<file path="src/rtl/lock_ctrl.sv">
// Combination-lock sequencer fed by one-cycle keypad strobes: buffers digits, checks them
// against a stored password and drives unlock/alarm with timed lockout, auto-relock and password change.
module lock_ctrl #(
  parameter int                  CODE_LEN       = 4,
  parameter logic [4*CODE_LEN-1:0] DEFAULT_PW   = 16'h1234,
  parameter int                  MAX_FAIL       = 3,
  parameter int                  LOCKOUT_CYCLES = 5000000,
  parameter int                  UNLOCK_CYCLES  = 10000000
) (
  input  logic                  clk,
  input  logic                  reset,
  input  logic                  key_valid,
  input  logic [3:0]            key_code,
  output logic                  unlock,
  output logic                  alarm,
  output logic [3:0]            entry_cnt,
  output logic [4*CODE_LEN-1:0] entry_buf,
  output logic [2:0]            fail_cnt,
  output logic [2:0]            state_o,
  output logic                  pw_done
);

  localparam int W       = 4 * CODE_LEN;
  localparam int MAX_CYC = (LOCKOUT_CYCLES > UNLOCK_CYCLES) ? LOCKOUT_CYCLES : UNLOCK_CYCLES;
  localparam int TW      = $clog2(MAX_CYC + 1);

  localparam logic [TW-1:0] LOCK_LAST = TW'(LOCKOUT_CYCLES - 1);
  localparam logic [TW-1:0] OPEN_LAST = TW'(UNLOCK_CYCLES - 1);
  localparam logic [3:0]    FULL      = 4'(CODE_LEN);
  localparam logic [2:0]    FAIL_MAX  = 3'(MAX_FAIL);

  localparam logic [3:0] K_ENTER  = 4'ha;
  localparam logic [3:0] K_CLEAR  = 4'hb;
  localparam logic [3:0] K_CHANGE = 4'hc;
  localparam logic [3:0] K_LOCK   = 4'hd;

  typedef enum logic [2:0] {
    S_LOCKED  = 3'd0,
    S_CHECK   = 3'd1,
    S_OPEN    = 3'd2,
    S_NEW_PW  = 3'd3,
    S_LOCKOUT = 3'd4
  } state_t;

  state_t          state_reg, state_next;
  logic [W-1:0]    entry_buf_reg, entry_buf_next;
  logic [3:0]      entry_cnt_reg, entry_cnt_next;
  logic [W-1:0]    pw_reg, pw_next;
  logic [2:0]      fail_reg, fail_next;
  logic [TW-1:0]   timer_reg, timer_next;
  logic            unlock_reg, unlock_next;
  logic            alarm_reg, alarm_next;
  logic            pw_done_reg, pw_done_next;

  logic [W-1:0]    shifted_buf;
  logic            is_digit, entry_full, match;
  logic [2:0]      fail_inc;

  // New digit enters at the low nibble; older digits move up one nibble
  assign shifted_buf[3:0] = key_code;
  for (genvar gi = 1; gi < CODE_LEN; gi++) begin : g_shift
    assign shifted_buf[4*gi +: 4] = entry_buf_reg[4*(gi-1) +: 4];
  end

  assign is_digit   = (key_code <= 4'd9);
  assign entry_full = (entry_cnt_reg == FULL);
  assign match      = entry_full && (entry_buf_reg == pw_reg);
  assign fail_inc   = (fail_reg >= FAIL_MAX) ? FAIL_MAX : fail_reg + 3'd1;

  always_ff @(posedge clk) begin
    if (reset) begin
      state_reg     <= S_LOCKED;
      entry_buf_reg <= '0;
      entry_cnt_reg <= '0;
      pw_reg        <= DEFAULT_PW;
      fail_reg      <= '0;
      timer_reg     <= '0;
      unlock_reg    <= 1'b0;
      alarm_reg     <= 1'b0;
      pw_done_reg   <= 1'b0;
    end else begin
      state_reg     <= state_next;
      entry_buf_reg <= entry_buf_next;
      entry_cnt_reg <= entry_cnt_next;
      pw_reg        <= pw_next;
      fail_reg      <= fail_next;
      timer_reg     <= timer_next;
      unlock_reg    <= unlock_next;
      alarm_reg     <= alarm_next;
      pw_done_reg   <= pw_done_next;
    end
  end

  always_comb begin
    state_next     = state_reg;
    entry_buf_next = entry_buf_reg;
    entry_cnt_next = entry_cnt_reg;
    pw_next        = pw_reg;
    fail_next      = fail_reg;
    timer_next     = timer_reg;
    unlock_next    = unlock_reg;
    alarm_next     = alarm_reg;
    pw_done_next   = 1'b0;

    // Digit entry and CLEAR work the same whether unlocking or choosing a new password
    if (key_valid && (state_reg == S_LOCKED || state_reg == S_NEW_PW)) begin
      if (is_digit) begin
        if (!entry_full) begin
          entry_buf_next = shifted_buf;
          entry_cnt_next = entry_cnt_reg + 4'd1;
        end
      end else if (key_code == K_CLEAR) begin
        entry_buf_next = '0;
        entry_cnt_next = '0;
      end
    end

    case (state_reg)
      S_LOCKED: begin
        if (key_valid && key_code == K_ENTER) state_next = S_CHECK;
      end
      S_CHECK: begin
        entry_buf_next = '0;
        entry_cnt_next = '0;
        timer_next     = '0;
        if (match) begin
          state_next  = S_OPEN;
          unlock_next = 1'b1;
          fail_next   = '0;
        end else begin
          fail_next = fail_inc;
          if (fail_inc == FAIL_MAX) begin
            state_next = S_LOCKOUT;
            alarm_next = 1'b1;
          end else begin
            state_next = S_LOCKED;
          end
        end
      end
      S_OPEN: begin
        if (key_valid) begin
          timer_next = '0;
          if (key_code == K_LOCK) begin
            state_next  = S_LOCKED;
            unlock_next = 1'b0;
          end else if (key_code == K_CHANGE) begin
            state_next     = S_NEW_PW;
            entry_buf_next = '0;
            entry_cnt_next = '0;
          end
        end else if (timer_reg == OPEN_LAST) begin
          state_next  = S_LOCKED;
          unlock_next = 1'b0;
          timer_next  = '0;
        end else begin
          timer_next = timer_reg + TW'(1);
        end
      end
      S_NEW_PW: begin
        if (key_valid) begin
          timer_next = '0;
          if (key_code == K_ENTER && entry_full) begin
            pw_next        = entry_buf_reg;
            pw_done_next   = 1'b1;
            entry_buf_next = '0;
            entry_cnt_next = '0;
            state_next     = S_OPEN;
          end else if (key_code == K_LOCK) begin
            state_next     = S_LOCKED;
            unlock_next    = 1'b0;
            entry_buf_next = '0;
            entry_cnt_next = '0;
          end
        end else if (timer_reg == OPEN_LAST) begin
          // Idle timeout abandons the half-entered password
          state_next     = S_LOCKED;
          unlock_next    = 1'b0;
          entry_buf_next = '0;
          entry_cnt_next = '0;
          timer_next     = '0;
        end else begin
          timer_next = timer_reg + TW'(1);
        end
      end
      S_LOCKOUT: begin
        if (timer_reg == LOCK_LAST) begin
          state_next = S_LOCKED;
          alarm_next = 1'b0;
          fail_next  = '0;
          timer_next = '0;
        end else begin
          timer_next = timer_reg + TW'(1);
        end
      end
      default: begin
        state_next  = S_LOCKED;
        unlock_next = 1'b0;
        alarm_next  = 1'b0;
        timer_next  = '0;
      end
    endcase
  end

  assign unlock    = unlock_reg;
  assign alarm     = alarm_reg;
  assign entry_cnt = entry_cnt_reg;
  assign entry_buf = entry_buf_reg;
  assign fail_cnt  = fail_reg;
  assign state_o   = state_reg;
  assign pw_done   = pw_done_reg;

endmodule

</file>
<file path="config.mk">
export PLATFORM = sky130hd
export DESIGN_NAME = lock_ctrl
export DESIGN_NICKNAME = d
export VERILOG_FILES = /design/src/rtl/lock_ctrl.sv
export SDC_FILE = /design/constraint.sdc
export NUM_CORES = 1
export LEC_CHECK = 0
export CAP_MARGIN = 20
export CORE_UTILIZATION = 24
export DETAILED_ROUTE_END_ITERATION = 8
export PLACE_DENSITY_LB_ADDON = 0.3
export SYNTH_ARGS = -nofsm -noshare
export SYNTH_HDL_FRONTEND = slang
export SYNTH_SLANG_ARGS = --single-unit
</file>
<file path="constraint.sdc">
create_clock -name clk -period 6 [get_ports clk]
set_input_delay 0.9 -clock clk [delete_from_list [all_inputs] [get_ports clk]]
set_output_delay 0.9 -clock clk [all_outputs]
set_load 0.005 [all_outputs]
</file>
==> flow_summary.yaml, run 1 <==
outcome:
  result_of_the_run: "completed"
global_route:
  via_count_of_the_first_global_routing_pass: 2808
  grt_pass1_wl_um: 14100
  grt-ovfl-total: 0
  grt_start_max_net_pins: 35
  antenna_found_initial: 0
  global_route.usage.total: 0.122
placement:
  postPlaceCellArea_um2: 3950
  dp_hpwl_um: 6060
  gp_congestion: 0.804
  dp.cells: 626
  detailedPlace.worstSlack_ns: 2.88
  placement.io_buffers: 35
critical_path:
  critPathMostFrequentCell: "sky130_fd_sc_hd__nor2_1"
  cp.required_ns: 6.25
  critical_path.n_buffers_inverters: 1
  worst_setup_path_end_kind: "register"
  worstPathCellList: "clkdlybuf4s50_1, nor3b_2, nand2_1, nor2_1, nor2_1, a211oi_1"
  critPathTopFamily: "simple AND/OR/NAND/NOR gates"
  crit_arrival_ns: 3.04
  sort_of_element_at_the_start_of_the_critical_path: "input port"
  timing.critical_path.fanout_max: 16
  critical_path_class: "input port to register"
  timing.critical_path.slowest_cell_delay_ns: 0.77
  critical-path-slowest-cell: "sky130_fd_sc_hd__nor2_1"
synthesis:
  synth.avg_cell_area_um2: 8.08
  synth.cell_area_um2: 3430
  synth-seq-area-share: 0.402
  ys_warn_count: 0
  synth-main-ff-cell: "sky130_fd_sc_hd__dfxtp_1"
  synth_async_sr_flop_share: 0
  netlist.area_leader.share: 0.402
  post_synth_num_cell_types: 57
  synthesis.nets: 437
  synth_edf_count: 0
  synthCells: 425
  postSynthRegisterBits: 69
  post_synth_main_area_contributors: "sky130_fd_sc_hd__dfxtp_1 (40%), sky130_fd_sc_hd__nand2_1 (7.9%), sky130_fd_sc_hd__xor2_1 (5.6%)"
  synth_area_leader_cell: "sky130_fd_sc_hd__dfxtp_1"
timing:
  timing.setup.tns_ns: 0
  clock_skews_ns: 0.00446
  finalCritPeriodShare: 0.465
  slew_headroom: 0.347
  rsz0062_at_grt: "no"
  fin_worst_hold_slack_ns: 0.462
  timing_max_transition_violations_final: 0
  max_freq_ghz: 0.358
  setup_viol_count_final: 0
  timing.final.ws_setup_ns: 3.21
  post-route-min-period_ns: 2.79
  final_hold_viol_count: 0
  slew_of_the_pin_with_the_lowest_slew_margin_ns: 0.976
clock_network:
  cts-hold-fix-buffers: 0
  tritoncts: "built"
  postCtsSetupBuffers: 0
  htree_num_levels: 3
  cts_num_sinks: 69
  clockRootBuffer: "sky130_fd_sc_hd__clkbuf_16"
  number_of_buffers_added_by_the_clock_tree_synthesis_step: 9
  cts.repair.resized: 0
  cts_max_path_buffers: 2
  clock_insertion_delay_worst_skew_ns: 0.33
  clk_transition_reported_paths_ns: 0.05
floorplan:
  die_area_um2: 14800
  floorplan.core_area_um2: 13900
  chipHeight_um: 122
  placementRows: 43
  floorplan.die.width_um: 122
  boundaryPins: 36
  initial_core_util: 0.246
power:
  report.power.total_mw: 1.13
  power.static_leakage_nw: 1.50
  ir_drop_mv: 0.116
  power.density_nw_per_um2: 264
layout:
  final_cell_count_no_fill: 642
  area_delta_synth_final_pct: 24.9
  finish.instance_area_um2: 4290
  top_library_cells_by_usage_in_the_layout_fill_and_taps_aside: "sky130_fd_sc_hd__nand2_1 (72), sky130_fd_sc_hd__dfxtp_1 (69), sky130_fd_sc_hd__nor2_1 (49)"
  final_core_utilization: 0.308
  antenna_cells: 0
  largest_reg_flops: 24
  number_of_nets_in_the_layout: 469
  fraction_of_final_layout_cells_sized_beyond_drive_strength_1: 0.0563
  commonest_non_fill_non_tap_cell_in_the_layout: "sky130_fd_sc_hd__nand2_1"
drt:
  finalWirelength_um: 8570
  detail_route.first_pass.iterations: 4
  post_drt_via_cell_ratio: 4.75
  route.detailed.drc: 0
  detailroute.via_count: 3049
  drt-initial-drc-count: 153
  antenna_left: 0
  post_drt_wl_per_cell_um: 13.3
run:
  max-cap-violations: 0
hold_path:
  worst_hold_path_type: "register to register"
where the power goes:
part	switching, mW	internal [mW]
Combinational	0.0298	0.0226
Sequential	0.00780	0.463
Clock	0.192	0.417
cells by family after synthesis:
group | share of synthesized area
buffers and inverters | 0.0277
XOR/XNOR | 0.0842
multiplexers | 0.00583
AND/OR/NAND/NOR | 0.324
flip-flops | 0.402
AO/OA/AOI/OAI | 0.138
adder cells (fa/ha/maj) | 0.0182
synthesized netlist by cell type, types with 3 or more instances:
| cell | n |
|---|---|
| sky130_fd_sc_hd__nand2_1 | 72 |
| sky130_fd_sc_hd__dfxtp_1 | 69 |
| sky130_fd_sc_hd__nor2_1 | 49 |
| sky130_fd_sc_hd__a21oi_1 | 36 |
| sky130_fd_sc_hd__nand3_1 | 26 |
| sky130_fd_sc_hd__xor2_1 | 22 |
| sky130_fd_sc_hd__nor3_1 | 13 |
| sky130_fd_sc_hd__xnor2_1 | 11 |
| sky130_fd_sc_hd__clkbuf_1 | 10 |
| sky130_fd_sc_hd__nand3b_1 | 8 |
| sky130_fd_sc_hd__nor4_1 | 7 |
| sky130_fd_sc_hd__a31oi_1 | 6 |
| sky130_fd_sc_hd__nand4_1 | 6 |
| sky130_fd_sc_hd__or3_1 | 6 |
| sky130_fd_sc_hd__ha_1 | 5 |
| sky130_fd_sc_hd__inv_1 | 5 |
| sky130_fd_sc_hd__and3_1 | 4 |
| sky130_fd_sc_hd__buf_2 | 4 |
| sky130_fd_sc_hd__nor2b_1 | 4 |
| sky130_fd_sc_hd__nor3b_1 | 4 |
| sky130_fd_sc_hd__o21ai_0 | 4 |
| sky130_fd_sc_hd__a211oi_1 | 3 |
| sky130_fd_sc_hd__and2_1 | 3 |
| sky130_fd_sc_hd__and4_1 | 3 |
| sky130_fd_sc_hd__nand2b_1 | 3 |
| sky130_fd_sc_hd__nand4b_1 | 3 |
| sky130_fd_sc_hd__o211ai_1 | 3 |
metal layers:
| layer | share of wire | vias to the layer above | track usage | routed length (µm) |
|---|---|---|---|---|
| met5 | 0 | - | 0 | 0 |
| met4 | 0.018 | 0 | 0.0494 | 150 |
| met3 | 0.044 | 10 | 0.0309 | 378 |
| met2 | 0.43 | 54 | 0.178 | 3660 |
| met1 | 0.51 | 1420 | 0.171 | 4380 |
| li1 | - | 1565 | - | - |
area by class of cell:
type | instances | area, µm²
fillers | 1454 | 9650
multi-input cells | 335 | 1960
flip-flops and latches | 69 | 1380
repair buffers | 37 | 365
clock buffers | 12 | 246
well taps | 180 | 225
clock inverters | 4 | 95.1
inverters | 5 | 18.8
final timing paths:
check,endpoint,cells after the start,slack [ns],start
worst max-delay path,entry_buf[3],6,3.21,key_valid
worst min-delay path,unlock,1,0.46,unlock
worst max register to register,entry_buf[3],6,3.53,state_o[1]
worst min register to register,unlock,1,0.46,unlock
No activity file was read; power rests on OpenSTA's default activity.
==> run 2: changes to the inputs <==
==> constraint.sdc (replaced) <==
create_clock -name clk -period 2.61 [get_ports clk]
set_input_delay 0.3915 -clock clk [delete_from_list [all_inputs] [get_ports clk]]
set_output_delay 0.3915 -clock clk [all_outputs]
set_load 0.005 [all_outputs]
==> flow_summary.yaml, run 2 (synthesis results as in run 1) <==
critical_path:
  sort_of_element_at_the_start_of_the_critical_path: "register"
  worstPathCellList: "ha_1, and4_1, nand4b_1, o31ai_4, nand2_1, o21bai_4, nor2_1"
  critical-path-slowest-cell: "sky130_fd_sc_hd__o31ai_4"
  worst_setup_path_end_kind: "register"
  timing.critical_path.slowest_cell_delay_ns: 0.45
  cp.required_ns: 2.81
  timing.critical_path.fanout_max: 15
  crit_arrival_ns: 2.49
  critical_path_class: "register to register"
drt:
  detail_route.first_pass.iterations: 7
  route.detailed.drc: 0
  detailroute.via_count: 3177
  drt-initial-drc-count: 164
  post_drt_via_cell_ratio: 4.85
  post_drt_wl_per_cell_um: 13.6
  finalWirelength_um: 8880
  antenna_left: 0
layout:
  final_cell_count_no_fill: 655
  top_library_cells_by_usage_in_the_layout_fill_and_taps_aside: "sky130_fd_sc_hd__nand2_1 (72), sky130_fd_sc_hd__dfxtp_1 (69), sky130_fd_sc_hd__nor2_1 (49)"
  finish.instance_area_um2: 4400
  nFillCells: 1458
  commonest_non_fill_non_tap_cell_in_the_layout: "sky130_fd_sc_hd__nand2_1"
  fraction_of_final_layout_cells_sized_beyond_drive_strength_1: 0.0842
  antenna_cells: 0
  area_delta_synth_final_pct: 28.0
  number_of_nets_in_the_layout: 482
  final_core_utilization: 0.315
  largest_reg_flops: 24
power:
  power.clock.fraction: 0.537
  ir_drop_mv: 0.296
  power.density_nw_per_um2: 597
  internal-power_mw: 2.09
  switching_share: 0.205
  power_switching_uw: 536
  seq_power_share: 0.412
  power_frac_comb: 0.051
  report.power.total_mw: 2.62
  power.static_leakage_nw: 1.56
clock_network:
  htree_num_levels: 3
  cts.repair.resized: 0
  clockRootBuffer: "sky130_fd_sc_hd__clkbuf_16"
  clock_insertion_delay_worst_skew_ns: 0.32
  cts-hold-fix-buffers: 0
  clk_transition_reported_paths_ns: 0.06
  cts_num_sinks: 69
  number_of_buffers_added_by_the_clock_tree_synthesis_step: 9
  cts_max_path_buffers: 2
  tritoncts: "built"
  postCtsSetupBuffers: 0
timing:
  timing_max_transition_violations_final: 0
  final_hold_viol_count: 0
  setup_viol_count_final: 0
  timing.setup.tns_ns: 0
  timing.final.ws_setup_ns: 0.320
  finalCritPeriodShare: 0.878
  post-route-min-period_ns: 2.29
  fin_worst_hold_slack_ns: 0.465
  max_freq_ghz: 0.437
  slew_headroom: 0.502
  clock_skews_ns: 0.00749
  slew_of_the_pin_with_the_lowest_slew_margin_ns: 0.742
  rsz0062_at_grt: "no"
run:
  max-cap-violations: 0
floorplan:
  floorplan.core_area_um2: 13900
  boundaryPins: 36
  floorplan.die.width_um: 122
  initial_core_util: 0.246
  chipHeight_um: 122
  placementRows: 43
  die_area_um2: 14800
placement:
  postPlaceCellArea_um2: 4050
  dp_hpwl_um: 6400
  placement.io_buffers: 35
  detailedPlace.worstSlack_ns: 0.187
  gp_congestion: 0.792
  dp.cells: 639
global_route:
  global_route.usage.total: 0.122
  grt-ovfl-total: 0
  grt_start_max_net_pins: 21
  via_count_of_the_first_global_routing_pass: 2832
  antenna_found_initial: 0
  grt_pass1_wl_um: 14200
outcome:
  result_of_the_run: "completed"
hold_path:
  worst_hold_path_type: "register to register"
-- run 2: power by group through the flow --
stage          sequential [mW]  clock, mW  combinational, mW
2_1_floorplan             1.10          0             0.0696
3_3_place_gp              1.10          0              0.132
3_5_place_dp              1.10          0              0.133
4_1_cts                   1.08       1.43              0.133
5_1_grt                   1.08       1.50              0.146
6_report                  1.08       1.41              0.133
-- run 2: worst max-delay path: cells and delay by family (launching register included) --
kind                     cells  cell delay (ns)
AND/OR/NAND/NOR              4             0.74
flip-flops                   1             0.37
AO/OA/AOI/OAI                2             0.83
adder cells (fa/ha/maj)      1             0.21
-- run 2: cell type report --
class / instances / area (µm²) / area share
multi-input cells: 335 / 1960 / 0.445
repair buffers: 50 / 463 / 0.105
inverters: 5 / 18.8 / 0.00427
clock inverters: 5 / 108 / 0.0245
well taps: 180 / 225 / 0.0512
flip-flops and latches: 69 / 1380 / 0.314
clock buffers: 11 / 243 / 0.0552
-- run 2: metal layers --
layer | vias up | track usage | share of wire
met5 | - | 0 | 0
met1 | 1492 | 0.175 | 0.52
met2 | 84 | 0.173 | 0.42
li1 | 1591 | - | -
met4 | 0 | 0.0509 | 0.016
met3 | 10 | 0.0295 | 0.044
-- run 2: final timing paths --
path                start            end  slack (ns)  cells past startpoint
max          timer_reg[0]  timer_reg[23]        0.32                      7
min             pw_reg[3]      pw_reg[3]        0.47                      2
max reg2reg  timer_reg[0]  timer_reg[23]        0.32                      7
min reg2reg     pw_reg[3]      pw_reg[3]        0.47                      2
==> run 3: changes to the inputs <==
==> constraint.sdc (replaced) <==
create_clock -name clk -period 2.61 [get_ports clk]
set_input_delay 0.3915 -clock clk [delete_from_list [all_inputs] [get_ports clk]]
set_output_delay 0.3915 -clock clk [all_outputs]
set_load 0.01 [all_outputs]
==> results of run 3 <==
Same layout as run 2 (identical final DEF). Status: completed.
Among the figures that moved: total power 2.62 mW -> 2.63 mW
